==> config.mk <==
export PLATFORM = sky130hd
export DESIGN_NAME = fp_cmp_pipe
export DESIGN_NICKNAME = d
export VERILOG_FILES = /design/src/rtl/fp_cmp_pipe.sv
export SDC_FILE = /design/constraint.sdc
export NUM_CORES = 1
export LEC_CHECK = 0
export CORE_MARGIN = 1
export CORE_UTILIZATION = 30
export CTS_CLUSTER_DIAMETER = 30
export CTS_CLUSTER_SIZE = 16
export DETAILED_ROUTE_END_ITERATION = 10
export PLACE_DENSITY = 0.61
export SLEW_MARGIN = 20
export SYNTH_ARGS = -nofsm -noshare
export SYNTH_HDL_FRONTEND = slang
export SYNTH_SLANG_ARGS = --single-unit
==> constraint.sdc <==
create_clock -name clk -period 1.7 [get_ports clk]
set_input_delay 0.34 -clock clk [delete_from_list [all_inputs] [get_ports clk]]
set_output_delay 0.34 -clock clk [all_outputs]
set_load 0.1 [all_outputs]
==> src/rtl/fp_cmp_pipe.sv <==
// Two-stage pipelined IEEE-754 comparator: lt/eq/gt/unord flags, EQ/LT/LE predicates,
// minimumNumber/maximumNumber selection and invalid flag, with valid/ready on both sides.
module fp_cmp_pipe #(
  parameter int unsigned EXP_W = 8,
  parameter int unsigned MANT_W = 23,
  localparam int unsigned W = 1 + EXP_W + MANT_W
) (
  input  logic         clk,
  input  logic         rst_n,
  input  logic         in_valid,
  output logic         in_ready,
  input  logic [W-1:0] a,
  input  logic [W-1:0] b,
  input  logic [2:0]   op,
  output logic         out_valid,
  input  logic         out_ready,
  output logic [W-1:0] res,
  output logic         lt,
  output logic         eq,
  output logic         gt,
  output logic         unord,
  output logic         nv
);

  localparam logic [2:0] OP_LT  = 3'd1;
  localparam logic [2:0] OP_LE  = 3'd2;
  localparam logic [2:0] OP_MIN = 3'd3;
  localparam logic [2:0] OP_MAX = 3'd4;

  localparam logic [W-1:0] QNAN = {1'b0, {EXP_W{1'b1}}, 1'b1, {(MANT_W-1){1'b0}}};

  // Operand classification on the raw inputs
  logic a_nan_c, a_snan_c, a_zero_c, b_nan_c, b_snan_c, b_zero_c;
  logic mag_lt_c, mag_eq_c;

  always_comb begin
    a_nan_c  = (&a[W-2:MANT_W]) && (|a[MANT_W-1:0]);
    b_nan_c  = (&b[W-2:MANT_W]) && (|b[MANT_W-1:0]);
    a_snan_c = a_nan_c && !a[MANT_W-1];
    b_snan_c = b_nan_c && !b[MANT_W-1];
    a_zero_c = ~|a[W-2:0];
    b_zero_c = ~|b[W-2:0];
    mag_lt_c = a[W-2:0] < b[W-2:0];
    mag_eq_c = a[W-2:0] == b[W-2:0];
  end

  logic         s1_valid, s2_valid;
  logic         s1_a_nan, s1_a_snan, s1_a_zero, s1_b_nan, s1_b_snan, s1_b_zero;
  logic         s1_mag_lt, s1_mag_eq;
  logic [2:0]   s1_op;
  logic [W-1:0] s1_a, s1_b;
  logic         s2_adv_c, s1_adv_c;

  always_comb begin
    s2_adv_c = !s2_valid || out_ready;
    s1_adv_c = !s1_valid || s2_adv_c;
  end

  assign in_ready  = s1_adv_c;
  assign out_valid = s2_valid;

  // Stage 1: classification and magnitude compare
  always_ff @(posedge clk or negedge rst_n) begin
    if (!rst_n) begin
      s1_valid  <= 1'b0;
      s1_a_nan  <= 1'b0;
      s1_a_snan <= 1'b0;
      s1_a_zero <= 1'b0;
      s1_b_nan  <= 1'b0;
      s1_b_snan <= 1'b0;
      s1_b_zero <= 1'b0;
      s1_mag_lt <= 1'b0;
      s1_mag_eq <= 1'b0;
      s1_op     <= 3'd0;
      s1_a      <= '0;
      s1_b      <= '0;
    end else if (s1_adv_c) begin
      s1_valid <= in_valid;
      if (in_valid) begin
        s1_a_nan  <= a_nan_c;
        s1_a_snan <= a_snan_c;
        s1_a_zero <= a_zero_c;
        s1_b_nan  <= b_nan_c;
        s1_b_snan <= b_snan_c;
        s1_b_zero <= b_zero_c;
        s1_mag_lt <= mag_lt_c;
        s1_mag_eq <= mag_eq_c;
        s1_op     <= op;
        s1_a      <= a;
        s1_b      <= b;
      end
    end
  end

  // Ordering, predicate and min/max selection from stage-1 state
  logic         unord_c, eq_c, lt_c, gt_c, nv_c, sa_c, sb_c;
  logic [W-1:0] res_c;

  always_comb begin
    sa_c    = s1_a[W-1];
    sb_c    = s1_b[W-1];
    unord_c = s1_a_nan || s1_b_nan;
    eq_c    = !unord_c && ((s1_a_zero && s1_b_zero) || ((sa_c == sb_c) && s1_mag_eq));
    lt_c    = 1'b0;
    if (!unord_c && !eq_c) begin
      if (sa_c != sb_c) lt_c = sa_c;
      else              lt_c = sa_c ? (!s1_mag_lt && !s1_mag_eq) : s1_mag_lt;
    end
    gt_c = !unord_c && !eq_c && !lt_c;
    nv_c = s1_a_snan || s1_b_snan || (unord_c && (s1_op == OP_LT || s1_op == OP_LE));
    res_c = {{(W-1){1'b0}}, eq_c};
    case (s1_op)
      OP_LT: res_c = {{(W-1){1'b0}}, lt_c};
      OP_LE: res_c = {{(W-1){1'b0}}, lt_c || eq_c};
      OP_MIN, OP_MAX: begin
        if (s1_a_nan && s1_b_nan)          res_c = QNAN;
        else if (s1_a_nan)                 res_c = s1_b;
        else if (s1_b_nan)                 res_c = s1_a;
        else if (s1_a_zero && s1_b_zero)   res_c = ((s1_op == OP_MIN) == sa_c) ? s1_a : s1_b;
        else if (eq_c)                     res_c = s1_a;
        else                               res_c = ((s1_op == OP_MIN) == lt_c) ? s1_a : s1_b;
      end
      default: res_c = {{(W-1){1'b0}}, eq_c};
    endcase
  end

  // Stage 2: registered result and flags
  always_ff @(posedge clk or negedge rst_n) begin
    if (!rst_n) begin
      s2_valid <= 1'b0;
      res      <= '0;
      lt       <= 1'b0;
      eq       <= 1'b0;
      gt       <= 1'b0;
      unord    <= 1'b0;
      nv       <= 1'b0;
    end else if (s2_adv_c) begin
      s2_valid <= s1_valid;
      if (s1_valid) begin
        res   <= res_c;
        lt    <= lt_c;
        eq    <= eq_c;
        gt    <= gt_c;
        unord <= unord_c;
        nv    <= nv_c;
      end
    end
  end

endmodule

==> run metrics <==
fin util=52.4%; Slew Viols, Final=0; Skew-Pair Late Insertion Delay=0.42 ns; cell type with the largest total area after synthesis=dfrtp_1; f_max=543 MHz; DP Wirelength=14500 um; vias in the first global route=6325; Buffers on Ports=109; final WL=around 21000 um; crit start category=register; hold path start=b[2]; mux cell area share after synthesis=7.11%; Worst path depth=8; Rel. slew slack=68.3%; NumNets Final=approximately 1000; sequential cell area=0.00286 sq mm; Post-Synth Adder-Cell Area=around 6.3%; crit-path max FO=16; gr ovfl total=0; multi-input logic area=0.00359 sq mm; worst slack at placement=-1.29 ns; Final ANT Viol Nets=0; period utilization=108%; status=complete, but fails checks; Power Dens Cells=1160 mW/mm^2; r2r startpoint=s1_b_zero$_DFFE_PN0P_; Synth async-reset ratio=100%; highest-delay cell along the critical path=dfrtp_1; Global Route Usage Sum=20.5%; Die H=around 150 um; pin count of the biggest net entering global routing=47; Setup CP Type=reg2reg; Yosys reg bits=about 110; post-layout min period=1.84 ns; Die X=around 150 um; area grow syn2layout=69.0%; Slew @ Worst Pin=approximately 0.48 ns; area share of and/or/nand/nor cells after synthesis=between 10% and 20%; max incr delay on CP=0.38 ns; CTS root buf=clkbuf_16; Sink Count=114; Max-Cap Viols=0; Yosys cell types=53; YS warnings=0; hold path depth=3; Num CTS Buffers=17; Synth area leaders=dfrtp_1 46%, mux2_2 6.8%, o21ai_0 6.4%; final worst slack=-0.142 ns; number of buffers and inverters on the critical path=2; share of cells above drive strength 1=40.8%; post-DR wirelength/cell=~18 um; Required @ worst endpoint=1.99 ns; clk slew on worst S/H paths=0.05 ns; sequential area share after synthesis=a little under half; Synth Flop Type=dfrtp_1; crit path DAT=2.13 ns; Hold Path Class=in2reg; initial antenna violation count=2; CTS max path bufs=2; xor and xnor area share after synthesis=0.285%; Via density=roughly 5.1; unrepaired setup endpoints after global routing=yes; main combinational cell family by area after synthesis=compound AO/OA/AOI/OAI gates; CTS tree=done; kind of cell adding the most delay to the critical path=compound AO/OA/AOI/OAI gates; VDD IR max=0.764 mV; leakage=4.66 nW; die area=roughly 0.021 sq mm; first-pass GRT wire length=33600 um; Critical Path Source=s1_b_zero$_DFFE_PN0P_; Final Hold Vio Count=0; syn_nets=roughly 740; via count=roughly 6.0k; Rows=51; Setup Skew=0.00976 ns; # H-tree levels=4; Fill cells=1748; Final setup viols=31; share of the synthesized area in the top cell type=46.5%; syn_area_per_cell=9.67 sq um; DRC viols=0; DRT iter0 DRCs=about 380; R2R depth=8; Hold WS=roughly 0.33 ns; Critical Path Sink Type=register; Placeable Area=approximately 0.020 sq mm; failing checks=setup timing; CP cell instances=and2_4 -> nand2b_4 -> a211oi_4 -> buf_6 -> o2bb2ai_4 -> buf_12 -> a211oi_2 -> o21ai_1; Compound-Gate Fraction of Synth Area=22.7%; Post-Syn Instances=635; GP Congestion=0.835; # IOs=110; Netlist Area Pre-Place=around 0.0061 sq mm; router iterations before antenna repair=5; number of flops mapped to enable cells by yosys=0; Starting Density=31.0%
[repair_timing]
action	4_1_cts	5_1_grt
setup endpoints to repair	39	39
hold buffers	1	0
endpoints found under the hold margin	26	0
buffers inserted	25	1
resized for setup	167	26
gates cloned	2	0
pin swaps	49	12
[per-layer routing]
metal | GRT usage, % | vias up | part of all wire (%)
met4 | 10.1 | 0 | 3.4
met2 | 33.1 | 202 | 48
met3 | 4.25 | 47 | 5.3
li1 | - | 2845 | -
met5 | 0 | - | 0
met1 | 25.9 | 2913 | 44
[kinds of logic after synthesis]
| logic type | after synthesis |
|---|---|
| DFF | 114 |
| xor gates and xnor gates | 2 |
| buffers and inverters | 72 |
| AOI/OAI and AO/OA | 224 |
| and+or+nand+nor | 153 |
| adders and majority gates | 31 |
| muxes | 39 |
[final cells by class]
class / count / area share (%)
diodes: 2 / 0.0482
clock buffers: 23 / 4.51
clock inverters: 9 / 1.48
inverters: 34 / 1.23
multi-input cells: 449 / 34.6
flip-flops and latches: 114 / 27.6
well taps: 265 / 3.20
repair buffers: 278 / 27.4
[Yosys cell counts (8+ instances only)]
cell and instances:
o21ai_0 79, dfrtp_1 114, a211oi_1 14, ha_1 31, nand2_1 72, o21ai_1 29
inv_1 34, a22oi_1 20, nor3_1 8, buf_2 10, nand2b_1 8, a21oi_1 35
nand4_1 11, mux2_2 37, clkbuf_1 23, nor2_1 17, a22o_1 22, nor4_1 15
[registers in the layout, indices dropped and copies added, names as in the netlist]
signal	flops
s1_mag_eq	1
s1_b_snan	1
unord	1
s1_b_nan	1
s1_valid	1
s1_a_zero	1
eq	1
s1_mag_lt	1
out_valid	1
s1_b_zero	1
gt	1
nv	1
s1_a	32
res	32
s1_a_nan	1
s1_a_snan	1
s1_b	32
lt	1
s1_op	3
[power by group]
group          internal, mW  switching, mW
Combinational          2.03           2.67
Sequential             3.13          0.456
Clock                  2.53           1.27
[stage by stage]
stage	instances	power (mW)	setup TNS [ns]	instance area [sq um]
CTS	1171	12.0	-2.07	10300
floorplan	635	5.90	-59.45	6330
detailed placement	1112	7.85	-21.05	9070
finish	1174	12.1	-2.45	10400
global placement	1112	7.80	-20.08	9070
global route	1174	12.5	-5.15	10400
[cells in the final DEF, fill, tap and decap left out, drive strengths merged, types with 4 or more instances in the layout]
cell type / Yosys / final
nand2b: 9 / 9
nor2b: 7 / 7
a22o: 22 / 22
inv: 34 / 34
nor2: 18 / 18
nand4: 11 / 11
nor3: 9 / 9
clkbuf: 23 / 23
buf: 15 / 208
nand3: 4 / 4
clkdlybuf4s50: 0 / 24
a21oi: 35 / 35
clkdlybuf4s15: 0 / 6
o21ai: 108 / 108
bufinv: 0 / 4
a211oi: 15 / 15
dfrtp: 114 / 114
o31ai: 4 / 4
a22oi: 20 / 20
ha: 31 / 31
mux2: 37 / 37
dlygate4sd2: 0 / 39
nor4: 15 / 15
nand2: 72 / 72
o41ai: 4 / 4
[worst reg2reg max path: stages, from the launching register on]
cell       delay (ns)
dfrtp_1          0.38
and2_4           0.16
nand2b_4         0.17
a211oi_4         0.23
buf_6            0.15
o2bb2ai_4        0.08
buf_12           0.17
a211oi_2         0.28
o21ai_1          0.11
[worst paths after layout]
check                                            end  slack [ns]
worst min-delay path             s1_b[2]$_DFFE_PN0P_        0.33
max in group asynchronous       s1_op[2]$_DFFE_PN0P_        0.72
min in group asynchronous       s1_a[29]$_DFFE_PN0P_        0.44
worst min register to register  s1_b[21]$_DFFE_PN0P_        0.48
worst max register to register   res[25]$_DFFE_PN0P_       -0.14
worst max-delay path             res[25]$_DFFE_PN0P_       -0.14
No activity file was read; power rests on OpenSTA's default activity.
